===== src/rtl/serial_tx.sv =====
// Framed serial transmitter: start bit, DATA_W data bits LSB first, optional
// even-parity bit, stop bit, each held CLKS_PER_BIT cycles. All outputs registered.
module serial_tx #(
    parameter int unsigned DATA_W       = 8,
    parameter int unsigned CLKS_PER_BIT = 4,
    parameter int unsigned PARITY_EN    = 1
) (
    input  logic              clk,
    input  logic              rst,
    input  logic [DATA_W-1:0] tx_data,
    input  logic              tx_valid,
    output logic              tx_ready,
    output logic              txd,
    output logic              busy,
    output logic              done
);

    localparam int unsigned CNT_W = (CLKS_PER_BIT > 1) ? $clog2(CLKS_PER_BIT) : 1;
    localparam int unsigned BIT_W = (DATA_W > 1) ? $clog2(DATA_W) : 1;
    localparam logic [CNT_W-1:0] CNT_LAST = CNT_W'(CLKS_PER_BIT - 1);
    localparam logic [BIT_W-1:0] BIT_LAST = BIT_W'(DATA_W - 1);

    localparam logic [2:0] S_IDLE   = 3'd0;
    localparam logic [2:0] S_START  = 3'd1;
    localparam logic [2:0] S_DATA   = 3'd2;
    localparam logic [2:0] S_PARITY = 3'd3;
    localparam logic [2:0] S_STOP   = 3'd4;

    logic [2:0]        state_q, state_d;
    logic [CNT_W-1:0]  cnt_q, cnt_d;
    logic [BIT_W-1:0]  bit_q, bit_d;
    logic [DATA_W-1:0] shift_q, shift_d;
    logic              parity_q, parity_d;
    logic              txd_d, busy_d, ready_d, done_d;
    logic              bit_end;

    assign bit_end = (cnt_q == CNT_LAST);

    // State register
    always_ff @(posedge clk or negedge rst) begin
        if (!rst) state_q <= S_IDLE;
        else      state_q <= state_d;
    end

    // Next-state, datapath and next-output logic; outputs derive from the next state
    always_comb begin
        state_d  = state_q;
        cnt_d    = cnt_q;
        bit_d    = bit_q;
        shift_d  = shift_q;
        parity_d = parity_q;
        done_d   = 1'b0;
        txd_d    = 1'b1;

        case (state_q)
            S_IDLE: begin
                if (tx_valid) begin
                    shift_d  = tx_data;
                    parity_d = ^tx_data;
                    cnt_d    = '0;
                    bit_d    = '0;
                    state_d  = S_START;
                end
            end
            S_START: begin
                if (bit_end) begin
                    cnt_d   = '0;
                    state_d = S_DATA;
                end else begin
                    cnt_d = cnt_q + CNT_W'(1);
                end
            end
            S_DATA: begin
                if (bit_end) begin
                    cnt_d   = '0;
                    shift_d = shift_q >> 1;
                    if (bit_q == BIT_LAST) begin
                        bit_d   = '0;
                        state_d = (PARITY_EN != 0) ? S_PARITY : S_STOP;
                    end else begin
                        bit_d = bit_q + BIT_W'(1);
                    end
                end else begin
                    cnt_d = cnt_q + CNT_W'(1);
                end
            end
            S_PARITY: begin
                if (bit_end) begin
                    cnt_d   = '0;
                    state_d = S_STOP;
                end else begin
                    cnt_d = cnt_q + CNT_W'(1);
                end
            end
            S_STOP: begin
                if (bit_end) begin
                    cnt_d   = '0;
                    done_d  = 1'b1;
                    state_d = S_IDLE;
                end else begin
                    cnt_d = cnt_q + CNT_W'(1);
                end
            end
            default: begin
                cnt_d   = '0;
                bit_d   = '0;
                state_d = S_IDLE;
            end
        endcase

        case (state_d)
            S_START:  txd_d = 1'b0;
            S_DATA:   txd_d = shift_d[0];
            S_PARITY: txd_d = parity_d;
            default:  txd_d = 1'b1;
        endcase

        ready_d = (state_d == S_IDLE);
        busy_d  = !ready_d;
    end

    // Datapath and output registers
    always_ff @(posedge clk or negedge rst) begin
        if (!rst) begin
            cnt_q    <= '0;
            bit_q    <= '0;
            shift_q  <= '0;
            parity_q <= 1'b0;
            txd      <= 1'b1;
            tx_ready <= 1'b1;
            busy     <= 1'b0;
            done     <= 1'b0;
        end else begin
            cnt_q    <= cnt_d;
            bit_q    <= bit_d;
            shift_q  <= shift_d;
            parity_q <= parity_d;
            txd      <= txd_d;
            tx_ready <= ready_d;
            busy     <= busy_d;
            done     <= done_d;
        end
    end

endmodule


===== config.mk =====
export PLATFORM = sky130hd
export DESIGN_NAME = serial_tx
export DESIGN_NICKNAME = d
export VERILOG_FILES = /design/src/rtl/serial_tx.sv
export SDC_FILE = /design/constraint.sdc
export NUM_CORES = 1
export LEC_CHECK = 0
export BUFFER_PORTS_ARGS = -buffer_cell sky130_fd_sc_hd__buf_4
export CORE_UTILIZATION = 50
export DETAILED_ROUTE_END_ITERATION = 8
export PLACE_DENSITY = 0.74
export SETUP_SLACK_MARGIN = 0.02
export SYNTH_ARGS = -nofsm -noshare
export SYNTH_HDL_FRONTEND = slang
export SYNTH_SLANG_ARGS = --single-unit

===== constraint.sdc =====
create_clock -name clk -period 1.56 [get_ports clk]
set_input_delay 0.234 -clock clk [delete_from_list [all_inputs] [get_ports clk]]
set_output_delay 0.234 -clock clk [all_outputs]
set_load 0.005 [all_outputs]

Word-level counts from Yosys, hierarchy flattened
Index checks and enable logic that the tools add are counted.
{"block": "totals", "in_bits": 11, "ff_bits": 21, "out_inout_bits": 4}
{"block": "classes", "n_reduce_logical": 9, "mux": 22, "addsub": 2, "eq_ne": 11, "bitwise_logic": 1}
{"cell": "3-bit two-way mux", "n": 9}
{"cell": "8-bit two-way mux", "n": 2}
{"cell": "8-bit one-hot mux with 2 select lines", "n": 1}
{"cell": "3-bit one-hot mux with 5 select lines", "n": 1}
{"cell": "3-bit by 2-bit == test with 1-bit output (second input constant)", "n": 4}
{"cell": "3-bit one-hot mux with 3 select lines", "n": 1}
{"cell": "8-bit parity", "n": 1}
{"cell": "3-bit by 1-bit == test with 1-bit output (second input constant)", "n": 2}
{"cell": "3-bit == test (second input constant)", "n": 2}
{"cell": "3-bit logical NOT", "n": 2}
{"cell": "3-bit AND reduction", "n": 2}
{"cell": "1-bit two-way mux", "n": 4}
{"cell": "2-bit two-way mux", "n": 2}
{"cell": "2-bit inequality test (second input constant)", "n": 2}
{"cell": "2-bit one-hot mux with 2 select lines", "n": 1}
{"cell": "4-bit OR reduction", "n": 1}
{"cell": "3-bit by 1-bit adder with 3-bit output (second input constant)", "n": 1}
{"cell": "1-bit one-hot mux with 3 select lines", "n": 1}
{"cell": "3-bit OR reduction", "n": 1}
{"cell": "2-bit by 1-bit adder with 2-bit output (second input constant)", "n": 1}
{"cell": "2-bit == test (second input constant)", "n": 1}
{"cell": "2-bit nonzero test", "n": 1}
{"cell": "1-bit logical NOT", "n": 1}
{"cell": "1-bit inverter", "n": 1}

Logic depth before layout (Yosys ltp)
Gate-level depths: netlist (run 1).
{"block": "depth", "ltp_word": 6, "depth_mapped": 7}

Worst setup path after synthesis (run 1)
OpenSTA, ideal clock, no wires.
{"block": "synth_timing", "kind": "register -> register", "start": "register bit_q[0]", "end": "register busy", "t_arrival_ps": 1513, "required_time_ps": 1429, "synth_period_minus_slack_ps": 1644, "path_stages_with_launch": 6, "setup_time_ps": 131, "slack_ps": -84, "cell_sequence": "dfrtp_1 -> ha_1 -> ha_1 -> and3_1 -> o31a_1 -> or3_1"}
{"block": "synth_via", "elab_chain_len": 6}
{"element": "from (decl)", "line": "31", "rtl": "logic [BIT_W-1:0] bit_q, bit_d;"}
{"element": "from (signal assigned)", "line": "135", "rtl": "bit_q <= bit_d;"}
{"element": "3-bit == test", "line": "77", "rtl": "if (bit_q == BIT_LAST) begin"}
{"element": "3-bit two-way mux", "line": "77"}
{"element": "3-bit two-way mux", "line": "74", "rtl": "if (bit_end) begin"}
{"element": "3-bit one-hot mux with 5 select lines", "line": "55", "rtl": "case (state_q)"}
{"element": "net state_d[0]", "line": "29", "rtl": "logic [2:0] state_q, state_d;"}
{"element": "3-bit logical NOT", "line": "118", "rtl": "ready_d = (state_d == S_IDLE);"}
{"element": "1-bit logical NOT", "line": "119", "rtl": "busy_d = !ready_d;"}
{"element": "net busy_d", "line": "34", "rtl": "logic txd_d, busy_d, ready_d, done_d;"}
{"element": "to (signal assigned)", "line": "140", "rtl": "busy <= busy_d;"}
{"element": "to (decl)", "line": "14", "rtl": "output logic busy,"}
The timed path passes the listed nets, and every way through them passes these cells.
A chain may end at the register's enable or synchronous reset.

Worst setup path after layout (run 1)
{"block": "layout_timing", "start": "register bit_q[1]", "end": "register busy"}
The elaborated chain is that of the path after synthesis.

==> parameters.txt, run 1 <==
Parameter                              Value

Worst setup path
  Worst R2R End    busy$_DFF_PN0_
  Critical path capture point type    register
  Total buffers and inverters traversed by the critical path    0
  Worst Reg-to-Reg Cells    5
  Startpoint type of the worst setup path    register
  Maximum fanout encountered on the critical timing path    5
  Worst path arrival time    1.82 ns
  CP top delay family    simple AND/OR/NAND/NOR gates
  Origin of the critical flop-to-flop path    bit_q[1]$_DFFE_PN0P_
  CP max stage delay    0.41 ns
  Required time worst endpoint    1.74 ns
  Reg-to-reg slack, setup    -0.08 ns
  Crit path cell chain    ha_2, ha_4, and3_4, o31a_1, or3_1
  Slowest cell on the critical path    sky130_fd_sc_hd__dfrtp_1
  Type of the worst setup path    reg2reg

STA
  Final setup vio count    2
  Hold Violations, Final    0
  Highest clock frequency the design can meet    609.2 MHz
  Max-slew violation total from the final report    0
  Final setup margin    -0.08140 ns
  Tightest slew margin relative to the limit    roughly 77%
  Setup TNS after final layout    -0.1155 ns
  Worst clock skew on the final layout    0.0009267 ns
  Final clock period utilization by the worst path    105.2%
  Measured slew at the worst slew-check pin    roughly 0.35 ns
  Final critical-path required period    1.641 ns
  Unrepaired setup endpoints after global routing    true

Synthesis
  Dominant cell type by area after synthesis    sky130_fd_sc_hd__dfrtp_1
  Main synth FF type    sky130_fd_sc_hd__dfrtp_1
  Number of distinct library cell variants in the gate-level netlist after synthesis    36
  Largest cells by area after synthesis    sky130_fd_sc_hd__dfrtp_1 (44%), sky130_fd_sc_hd__xnor2_1 (5.6%), sky130_fd_sc_hd__dfstp_2 (4.8%), sky130_fd_sc_hd__o21ai_0 (4.1%), sky130_fd_sc_hd__a22oi_1 (4.1%)
  Share of synthesized registers carrying an async set or reset    100.0%
  Number of storage elements in the synthesis netlist    21
  Average cell area after synthesis    10.48 um^2
  Number of enable-type register cells in the synthesized netlist    0
  Net count after synthesis    118
  Summed instance area of the synthesized netlist    0.001090 mm^2
  Ys Warns    0
  Portion of the post-synthesis area used by sequential elements    48.45%
  Proportion of netlist area held by the largest area contributor    43.63%
  Mapped Cells    ~100

Place
  Routability congestion estimate from global placement    slightly below 0.8
  Total half-perimeter wirelength after legalization and detailed placement    1.412 mm
  Post-placement cell count    150
  Setup WS pre-CTS    -0.05612 ns
  Total of buffers placed on input and output ports    14

Drt
  Vias per cell    about 5.4
  Via Count    836
  Detail-routed net length per standard cell    12.95 um
  Aggregate routed wire length    roughly 2.0 mm
  DRC violation count after routing    0
  Final antenna-violating net count    0
  Count of routing violations after the opening detailed-route iteration    7
  TritonRoute pass-1 iters    4

Final layout
  Final net count    144
  Post-Layout Cell Count    156
  Area growth, synth to finish    25.83%
  Number of diodes added for antenna fixing    0
  Layout cell share with drive strength beyond 1    36.43%
  Fill count    163
  Commonest non-fill, non-tap cell in the layout    sky130_fd_sc_hd__buf_4
  Highest-count cells in the layout ignoring fill and taps    sky130_fd_sc_hd__buf_4 (27), sky130_fd_sc_hd__dfrtp_1 (19), sky130_fd_sc_hd__inv_1 (11)

Global route
  Remaining global-route overflow    0
  Maximum number of pins on one net before global-route repair    22
  Initial antenna violation count    0
  Overall routing resource usage    18.91%
  Vias in the first global route    838
  First-pass GRT wire length    between 3 and 4 mm

Pwr
  Combinational Power Share    46.0%
  Int Power    1.423 mW
  Switching power total    0.8029 mW
  Power per cell area    1623 mW/mm^2
  Share of power burned in the clock network    11.2%
  Sequential Power Share    42.8%
  Fraction of power spent switching nets    ~36%
  Max rail drop VDD    about 0.0011 V
  Pwr Total    2.226 mW
  Static Leakage    ~0.63 nW

Floorplan
  Vertical die dimension    48.69 um
  IO Pins    15
  Standard-cell row count    16
  Chip Width    48.69 um
  Starting density of the core    between 50 and 60%
  Core Region    approximately 0.0020 mm^2
  Die footprint    0.002370 mm^2

Min path
  Hold crit path type    in2reg
  Hold Path Sink    shift_q[7]$_DFFE_PN0P_
  Launch instance of the worst min-delay path    tx_data[7]
  Cell depth of the worst hold path    3

Clock network
  Clk buf depth    2
  Clock latency on the worst-skew pair    0.29 ns
  CTS Root Buffer Type    sky130_fd_sc_hd__clkbuf_4
  Clock Sink Count    21
  Clock Pin Slew Worst Setup and Hold Paths    0.11 ns
  CTS buffer count    3
  CTS tree    done
  H-tree Lvls    1

Run
  Number of maximum-capacitance violations    0

Outcome
  Status    complete, but fails checks
  Violated checks    setup timing
## logic make-up (layout without fill, tap and decap cells)
group | count (synthesis) | count (layout) | synth area share (%)
compound gates | 32 | 32 | 20.21
xor+xnor | 7 | 7 | 5.626
fa+ha+maj | 3 | 3 | 3.445
buf+inv | 18 | 43 | 8.955
flops | 21 | 21 | 48.45
simple gates | 23 | 23 | 13.32
## cells in the mapped netlist, types with 2 or more instances
cell type                 number
sky130_fd_sc_hd__xnor2_1       7
sky130_fd_sc_hd__nor2_1        5
sky130_fd_sc_hd__a21oi_1       5
sky130_fd_sc_hd__inv_1        11
sky130_fd_sc_hd__nor3b_1       2
sky130_fd_sc_hd__dfstp_2       2
sky130_fd_sc_hd__buf_2         3
sky130_fd_sc_hd__ha_1          3
sky130_fd_sc_hd__o31a_1        2
sky130_fd_sc_hd__nor2b_1       2
sky130_fd_sc_hd__nand2_1       3
sky130_fd_sc_hd__a22oi_1       6
sky130_fd_sc_hd__o21ai_1       2
sky130_fd_sc_hd__o21ai_0       9
sky130_fd_sc_hd__dfrtp_1      19
sky130_fd_sc_hd__buf_6         3
## final cells by class
cell class | count | area (um^2) | share of cell area (%)
Clock buffer | 4 | 26.28 | 1.916
Inverter | 11 | 41.29 | 3.011
Multi-Input combinational cell | 65 | 529.3 | 38.59
Sequential cell | 21 | 528.0 | 38.50
Tap cell | 27 | 33.78 | 2.463
Timing Repair Buffer | 28 | 212.7 | 15.51
## flip-flops by register name (all words and copies together) (netlist names)
| name | count |
|---|---|
| bit_q | 3 |
| busy | 1 |
| cnt_q | 2 |
| done | 1 |
| parity_q | 1 |
| shift_q | 8 |
| state_q | 3 |
| tx_ready | 1 |
| txd | 1 |
## worst max path at each step
stage | from | to | depth (start not counted)
global route | bit_q[1]$_DFFE_PN0P_ | busy$_DFF_PN0_ | 5
finish | bit_q[1]$_DFFE_PN0P_ | busy$_DFF_PN0_ | 5
CTS | bit_q[1]$_DFFE_PN0P_ | busy$_DFF_PN0_ | 5
floorplan | bit_q[0]$_DFFE_PN0P_ | busy$_DFF_PN0_ | 5
detailed placement | bit_q[1]$_DFFE_PN0P_ | busy$_DFF_PN0_ | 5
global placement | bit_q[1]$_DFFE_PN0P_ | busy$_DFF_PN0_ | 5
## power by group through the flow
stage,clock (mW),sequential (mW),combinational [mW]
after floorplan,0,0.886,0.662
after global placement,0,0.929,0.863
after detailed placement,0,0.939,0.903
after CTS,0.256,0.940,0.943
after global routing,0.276,0.977,1.15
final,0.248,0.953,1.02
## routing by layer
metal  part of all wire [%]  wire length, um  vias to the layer above  track usage, %
li1                       -                -                      411               -
met1                     45              912                      403           23.84
met2                     51             1029                       20           33.10
met3                    3.1               62                        2           2.830
met4                   0.69               14                        0           5.882
met5                      0                0                        -               0
## what timing repair did
item	4_1_cts	5_1_grt
hold buffers	1	0
hold endpoints to repair	19	0
pin swaps	1	2
resized for setup	6	12
endpoints found under the setup margin	9	13
buffers inserted	0	1
## worst reg2reg max path: cells and delay by family, from the launching register on
kind,cells,cell delay [ns]
and+or+nand+nor,2,0.47
AOI/OAI and AO/OA,1,0.29
DFF,1,0.41
adders and majority gates,2,0.35
## stage by stage
stage | hold slack (ns) | utilization, % | area (um^2)
floorplan | -0.06159 | - | 1101
global placement | 0.1297 | 63.44 | 1270
detailed placement | 0.1314 | 63.44 | 1270
CTS | 0.1632 | 66.63 | 1334
global route | 0.1648 | 68.50 | 1371
finish | 0.1596 | 68.50 | 1371
(Power assumes the default switching activity.)
==> run 2: changes to the inputs <==
--- a/config.mk
+++ b/config.mk
@@ -6,6 +6,7 @@
 export NUM_CORES = 1
 export LEC_CHECK = 0
 export BUFFER_PORTS_ARGS = -buffer_cell sky130_fd_sc_hd__buf_4
+export CORE_MARGIN = 5
 export CORE_UTILIZATION = 50
 export DETAILED_ROUTE_END_ITERATION = 8
 export PLACE_DENSITY = 0.74
==> run 2 against run 1 <==
  * The flow still finishes with violations (setup timing)
  * Fmax is 0.71% higher
  * Clock skew is 0.0090 ns higher
  * Sequential cell count stayed put
  * Non-clock buffer count is 2 lower
  * Combinational power is 4% lower
  * First-iteration DRC count is 14% lower
  * Critical path type unchanged
  * Register-to-register slack hardly changed
  * Sequential power is 0.8% higher
  * Core utilization is 5.0 points lower
==> parameters.txt, run 2 (same netlist as run 1, synthesis figures left out) <==
Parameter                              Value

Final layout
  Final std cell area, no fill    0.001365 mm^2 (-0.46%)
  Highest-count cells in the layout ignoring fill and taps    sky130_fd_sc_hd__buf_4 (23), sky130_fd_sc_hd__dfrtp_1 (19), sky130_fd_sc_hd__inv_1 (11)
  Largest reg by FF count    shift_q
  Number of diodes added for antenna fixing    0 (unchanged)
  Commonest non-fill, non-tap cell in the layout    sky130_fd_sc_hd__buf_4
  Area growth, synth to finish    25.26%
  Largest registers ranked by flip-flop count    shift_q (8), bit_q (3), state_q (3)
  Final net count    142 (-1.4%)
  Largest register FFs    8 (unchanged)
  Layout cell share with drive strength beyond 1    36.22% (-0.21 points)
  Finished Core Util    63.54% (-5.0 points)

Pwr
  Int Power    1.403 mW (-1.4%)
  Static Leakage    0.6165 nW (-2.4%)
  Sequential Power Share    43.4% (+0.6 points)
  Share of power burned in the clock network    12.2% (+1.0 points)
  Power per cell area    1622 mW/mm^2 (about the same)
  Max rail drop VDD    0.0009589 V (-15%)
  Combinational Power Share    44.4% (-1.6 points)
  Switching power total    0.8116 mW (+1.1%)
  Fraction of power spent switching nets    36.64% (+0.57 points)

Worst setup path
  Worst path arrival time    1.83 ns (about the same)
  Required time worst endpoint    1.76 ns (+0.02 ns)
  Maximum fanout encountered on the critical timing path    4 (-1)
  Critical path capture point type    register
  Startpoint type of the worst setup path    register
  Type of the worst setup path    reg2reg

STA
  Worst clock skew on the final layout    0.009925 ns (+0.008999 ns)
  Final critical-path required period    1.630 ns (-0.01164 ns)
  Unrepaired setup endpoints after global routing    true
  Hold Violations, Final    0 (unchanged)
  Final setup margin    -0.06976 ns (+0.01164 ns)
  Measured slew at the worst slew-check pin    0.3412 ns (-0.009743 ns)
  Highest clock frequency the design can meet    613.6 MHz (+0.71%)
  Tightest slew margin relative to the limit    77.25% (+0.65 points)
  Final clock period utilization by the worst path    104.5% (-0.75 points)
  Final setup vio count    1 (-1)
  Max-slew violation total from the final report    0 (unchanged)

Drt
  TritonRoute pass-1 iters    3 (-1)
  Aggregate routed wire length    2.069 mm (+2.4%)
  DRC violation count after routing    0 (unchanged)
  Count of routing violations after the opening detailed-route iteration    6 (-1)
  Vias per cell    5.290 (-1.3%)
  Detail-routed net length per standard cell    13.35 um (+3.1%)
  Via Count    820 (-1.9%)
  Final antenna-violating net count    0 (unchanged)

Clock network
  Clk buf depth    2 (unchanged)
  Clock Sink Count    21 (unchanged)
  Clock latency on the worst-skew pair    0.31 ns (+0.02 ns)
  CTS Root Buffer Type    sky130_fd_sc_hd__clkbuf_4
  CTS buffer count    3 (unchanged)
  CTS tree    done
  H-tree Lvls    1 (unchanged)
  Clock Pin Slew Worst Setup and Hold Paths    0.13 ns (+0.02 ns)

Place
  Placed inst area    0.001234 mm^2 (-2.9%)
  Total of buffers placed on input and output ports    14 (unchanged)
  Total half-perimeter wirelength after legalization and detailed placement    1.494 mm (+5.8%)
  Routability congestion estimate from global placement    0.8070 (+3.4%)

Floorplan
  Standard-cell row count    17 (+1)
  IO Pins    15 (unchanged)
  Chip Width    56.69 um (+16%)
  Vertical die dimension    56.69 um (+16%)
  Starting density of the core    50.73% (-3.7 points)
  Core Region    0.002148 mm^2 (+7.3%)
  Die footprint    0.003213 mm^2 (+36%)

Global route
  Initial antenna violation count    0 (unchanged)
  Vias in the first global route    825 (-1.6%)
  First-pass GRT wire length    3.519 mm (-0.37%)
  Remaining global-route overflow    0 (unchanged)
  Overall routing resource usage    14.26% (-4.7 points)
  Maximum number of pins on one net before global-route repair    22 (unchanged)

Outcome
  Violated checks    setup timing
  Status    complete, but fails checks

Min path
  Hold crit path type    in2reg

Run
  Number of maximum-capacitance violations    0 (unchanged)
-- run 2: cell types whose count changed in the layout (fill, tap and decap cells not counted), sizes merged --
cell / before / now
buf: 27 / 24
clkinvlp: 0 / 1
-- run 2: final cells by class --
| type | instances | area (um^2) |
|---|---|---|
| sequential | 21 | 528.0 |
| clock buffer | 3 | 22.52 |
| fill | 186 | 783.3 |
| tap | 28 | 35.03 |
| inverter | 11 | 41.29 |
| timing repair buffer | 26 | 198.9 |
| multi-input combinational | 65 | 531.8 |
| clock inverter | 1 | 7.507 |
-- run 2: what timing repair did --
action,4_1_cts,5_1_grt
resized for setup,7,11
pin swaps,1,2
hold buffers,1,0
cloned,0,0
endpoints found under the setup margin,9,10
buffers inserted,1,3
endpoints found under the hold margin,19,0
-- run 2: routing by layer --
metal | vias to the layer above | GRT usage (%) | part of all wire, %
met5 | - | 0 | 0
met4 | 0 | 7.119 | 2.1
met3 | 4 | 2.759 | 4.2
met2 | 15 | 23.60 | 50
met1 | 396 | 17.48 | 43
li1 | 405 | - | -
-- run 2: critical path: stages, from the launching register on --
cell	delay, ns
sky130_fd_sc_hd__dfrtp_1	0.41
sky130_fd_sc_hd__ha_2	0.20
sky130_fd_sc_hd__ha_4	0.16
sky130_fd_sc_hd__and3_4	0.17
sky130_fd_sc_hd__o31a_1	0.27
sky130_fd_sc_hd__or3_1	0.31
-- run 2: stage by stage --
step	setup slack (ns)	TNS, ns	hold WS [ns]	power (mW)	std cells
floorplan	0.0005479	0	-0.06159	1.548	104
global placement	-0.01382	-0.01382	0.1274	1.748	146
detailed placement	-0.05743	-0.05743	0.1335	1.793	146
CTS	-0.05057	-0.05057	0.1387	2.143	152
global route	-0.09807	-0.1318	0.1486	2.405	155
finish	-0.06976	-0.06976	0.1456	2.215	155
-- run 2: power by group through the flow --
stage	combinational [mW]	clock (mW)	sequential (mW)
2_1_floorplan	0.662	0	0.886
3_3_place_gp	0.813	0	0.935
3_5_place_dp	0.842	0	0.952
4_1_cts	0.909	0.284	0.950
5_1_grt	1.11	0.304	0.993
6_report	0.983	0.270	0.961
-- run 2: path summary, 6_finish.rpt --
path | startpoint | endpoint | slack (ns) | cells after the start
setup / recovery | bit_q[1]$_DFFE_PN0P_ | busy$_DFF_PN0_ | -0.07 | 5
hold / removal | tx_data[6] | shift_q[6]$_DFFE_PN0P_ | 0.15 | 3
setup reg to reg | bit_q[1]$_DFFE_PN0P_ | busy$_DFF_PN0_ | -0.07 | 5
hold reg to reg | shift_q[0]$_DFF_PN0_ | shift_q[0]$_DFF_PN0_ | 0.53 | 2
max in group asynchronous | rst | txd$_DFF_PN1_ | 0.97 | 2
min in group asynchronous | rst | state_q[0]$_DFF_PN0_ | 0.32 | 2
==> run 3: changes to the inputs <==
--- a/config.mk
+++ b/config.mk
@@ -5,9 +5,10 @@
 export SDC_FILE = /design/constraint.sdc
 export NUM_CORES = 1
 export LEC_CHECK = 0
+export ABC_AREA = 1
 export BUFFER_PORTS_ARGS = -buffer_cell sky130_fd_sc_hd__buf_4
 export CORE_MARGIN = 5
-export CORE_UTILIZATION = 50
+export CORE_UTILIZATION = 51
 export DETAILED_ROUTE_END_ITERATION = 8
 export PLACE_DENSITY = 0.74
 export SETUP_SLACK_MARGIN = 0.02
==> run 3 against run 2 <==
  * The run now ends clean
  * Via count grew 33%
  * Clock-buffer cell count is the same
  * Cell area grew 4.9%
  * Final cell count grew 37%
  * Combinational power grew 1%
  * Global-route usage grew 1.9 points
  * Register-to-register slack gained 0.20 ns
==> parameters.txt, run 3 <==
Parameter                              Value

Final layout
  Number of diodes added for antenna fixing    0 (unchanged)
  Largest registers ranked by flip-flop count    shift_q (8), bit_q (3), state_q (3)
  Highest-count cells in the layout ignoring fill and taps    sky130_fd_sc_hd__nand2_1 (58), sky130_fd_sc_hd__inv_1 (24), sky130_fd_sc_hd__dfrtp_1 (19)
  Final net count    199 (+40%)
  Area growth, synth to finish    16.01%
  Layout cell share with drive strength beyond 1    21.20% (-15 points)
  Largest reg by FF count    shift_q
  Post-Layout Cell Count    212 (+37%)
  Largest register FFs    8 (unchanged)
  Commonest non-fill, non-tap cell in the layout    sky130_fd_sc_hd__nand2_1
  Finished Core Util    63.54% (about the same)

Min path
  Cell depth of the worst hold path    3 (unchanged)
  Launch instance of the worst min-delay path    tx_data[5]
  Hold Path Sink    shift_q[5]$_DFFE_PN0P_
  Hold crit path type    in2reg

Global route
  Remaining global-route overflow    0 (unchanged)
  First-pass GRT wire length    4.319 mm (+23%)
  Overall routing resource usage    16.18% (+1.9 points)
  Vias in the first global route    1014 (+23%)
  Initial antenna violation count    0 (unchanged)
  Maximum number of pins on one net before global-route repair    22 (unchanged)

Worst setup path
  Worst R2R End    shift_q[1]$_DFFE_PN0P_
  Critical path capture point type    register
  Startpoint type of the worst setup path    register
  Start point of the critical path    state_q[0]$_DFF_PN0_
  Worst Reg-to-Reg Cells    8 (+3)
  Type of the worst setup path    reg2reg
  Origin of the critical flop-to-flop path    state_q[0]$_DFF_PN0_
  Required time worst endpoint    1.75 ns (about the same)
  Maximum fanout encountered on the critical timing path    10 (+6)
  Worst path arrival time    1.62 ns (-0.21 ns)
  Reg-to-reg slack, setup    0.13 ns (+0.20 ns)

STA
  Worst clock skew on the final layout    0.01002 ns (+0.00009810 ns)
  Max-slew violation total from the final report    0 (unchanged)
  Setup TNS after final layout    0 ns (+0.06976 ns)
  Measured slew at the worst slew-check pin    0.3536 ns (+0.01238 ns)
  Final clock period utilization by the worst path    91.66% (-13 points)
  Final setup vio count    0 (-1)
  Unrepaired setup endpoints after global routing    false
  Final critical-path required period    1.430 ns (-0.1998 ns)
  Tightest slew margin relative to the limit    76.43% (-0.82 points)
  Highest clock frequency the design can meet    699.3 MHz (+14%)
  Hold Violations, Final    0 (unchanged)
  Final hold slack    0.1620 ns (+0.01641 ns)

Clock network
  H-tree Lvls    1 (unchanged)
  CTS tree    done
  CTS Root Buffer Type    sky130_fd_sc_hd__clkbuf_4
  Clock latency on the worst-skew pair    0.31 ns (about the same)
  CTS buffer count    3 (unchanged)
  Clock Pin Slew Worst Setup and Hold Paths    0.12 ns (about the same)
  Clock Sink Count    21 (unchanged)
  Clk buf depth    2 (unchanged)

Synthesis
  Proportion of netlist area held by the largest area contributor    38.50% (-5.1 points)
  Most common library cells after synthesis    sky130_fd_sc_hd__nand2_1 (58), sky130_fd_sc_hd__inv_1 (25), sky130_fd_sc_hd__dfrtp_1 (19), sky130_fd_sc_hd__nor2_1 (11), sky130_fd_sc_hd__o21ai_0 (10)
  Average cell area after synthesis    7.576 um^2 (-28%)
  Net count after synthesis    177 (+50%)
  Mapped Cells    163 (+57%)
  Portion of the post-synthesis area used by sequential elements    42.76% (-5.7 points)
  Dominant cell type by area after synthesis    sky130_fd_sc_hd__dfrtp_1
  Main synth FF type    sky130_fd_sc_hd__dfrtp_1
  Ys Warns    0 (unchanged)
  Number of storage elements in the synthesis netlist    21 (unchanged)
  Number of enable-type register cells in the synthesized netlist    0 (unchanged)
  Share of synthesized registers carrying an async set or reset    100.0% (unchanged)
  Top-count cell post-synth    sky130_fd_sc_hd__nand2_1
  Largest cells by area after synthesis    sky130_fd_sc_hd__dfrtp_1 (39%), sky130_fd_sc_hd__nand2_1 (18%), sky130_fd_sc_hd__inv_1 (7.6%), sky130_fd_sc_hd__dfstp_2 (4.3%), sky130_fd_sc_hd__o21ai_0 (4.1%)
  Summed instance area of the synthesized netlist    0.001235 mm^2 (+13%)
  Number of distinct library cell variants in the gate-level netlist after synthesis    28 (-22%)

Floorplan
  Vertical die dimension    59.21 um (+4.5%)
  Standard-cell row count    17 (unchanged)
  Die footprint    0.003506 mm^2 (+9.1%)
  Starting density of the core    54.77% (+4.0 points)
  Chip Width    59.21 um (+4.5%)
  Core Region    0.002255 mm^2 (+5.0%)
  IO Pins    15 (unchanged)

Pwr
  Max rail drop VDD    0.0009160 V (-4.5%)
  Pwr Total    2.174 mW (-1.9%)
  Static Leakage    0.8357 nW (+36%)
  Power per cell area    1517 mW/mm^2 (-6.5%)

Drt
  Detail-routed net length per standard cell    11.45 um (-14%)
  Via Count    1091 (+33%)
  Aggregate routed wire length    2.428 mm (+17%)
  Count of routing violations after the opening detailed-route iteration    27 (+21)
  Final antenna-violating net count    0 (unchanged)
  Vias per cell    5.146 (-2.7%)
  TritonRoute pass-1 iters    4 (+1)
  DRC violation count after routing    0 (unchanged)

Place
  Total half-perimeter wirelength after legalization and detailed placement    1.945 mm (+30%)
  Post-placement cell count    206 (+41%)
  Total of buffers placed on input and output ports    14 (unchanged)
  Routability congestion estimate from global placement    0.8568 (+6.2%)

Outcome
  Status    completed

Run
  Number of maximum-capacitance violations    0 (unchanged)
==> run 3: kinds of logic after synthesis <==
| logic type | share of synthesized area (%) |
|---|---|
| buffers and inverters | 9.321 |
| adder cells (fa/ha/maj) | 3.040 |
| AND/OR/NAND/NOR | 33.74 |
| AO/OA/AOI/OAI | 10.44 |
| flip-flops | 42.76 |
| XOR/XNOR | 0.7093 |
==> run 3: repair_timing <==
action                     CTS  global route
hold buffers                 1             0
hold endpoints to repair    19             0
setup buffers                0             1
resized for setup            0             2
setup endpoints to repair    0             5
==> run 3: routing by layer <==
layer | vias up | GRT usage (%) | wire (um)
met3 | 6 | 4.575 | 106
met5 | - | 0 | 0
met2 | 23 | 26.52 | 1209
met1 | 513 | 20.14 | 1071
met4 | 0 | 5.825 | 40
li1 | 549 | - | -
==> run 3: cell type report <==
class	count	area, um^2
Tap cell	28	35.03
Clock inverter	1	5.005
Sequential cell	21	528.0
Timing Repair Buffer	17	130.1
Multi-Input combinational cell	112	596.8
Inverter	30	115.1
Clock buffer	3	22.52
Fill cell	218	822.0
==> run 3: worst max-delay path by stage <==
stage / to / slack [ns] / depth (start not counted)
4_1_cts: busy$_DFF_PN0_ / 0.08 / 7
3_3_place_gp: busy$_DFF_PN0_ / 0.16 / 7
5_1_grt: shift_q[1]$_DFFE_PN0P_ / 0.03 / 8
3_5_place_dp: busy$_DFF_PN0_ / 0.11 / 8
2_1_floorplan: busy$_DFF_PN0_ / 0.21 / 7
6_report: shift_q[1]$_DFFE_PN0P_ / 0.13 / 8
==> run 3: report_power, final <==
part	switching, mW	internal, mW
Clock	0.163	0.0959
Sequential	0.145	0.773
Combinational	0.599	0.397
==> run 3: critical path: stages, from the launching register on <==
cell,delay (ns)
sky130_fd_sc_hd__dfrtp_1,0.48
sky130_fd_sc_hd__inv_1,0.15
sky130_fd_sc_hd__nand3_4,0.12
sky130_fd_sc_hd__nor2_8,0.18
sky130_fd_sc_hd__inv_2,0.07
sky130_fd_sc_hd__nand2_1,0.09
sky130_fd_sc_hd__inv_2,0.07
sky130_fd_sc_hd__nand2_1,0.06
sky130_fd_sc_hd__o221ai_1,0.10
==> run 3: per-stage QoR <==
stage	instance area [um^2]	worst slack, ns
6_report	1433	0.1301
5_1_grt	1433	0.02699
4_1_cts	1420	0.08364
3_5_place_dp	1383	0.1125
3_3_place_gp	1383	0.1630
2_1_floorplan	1235	0.2115
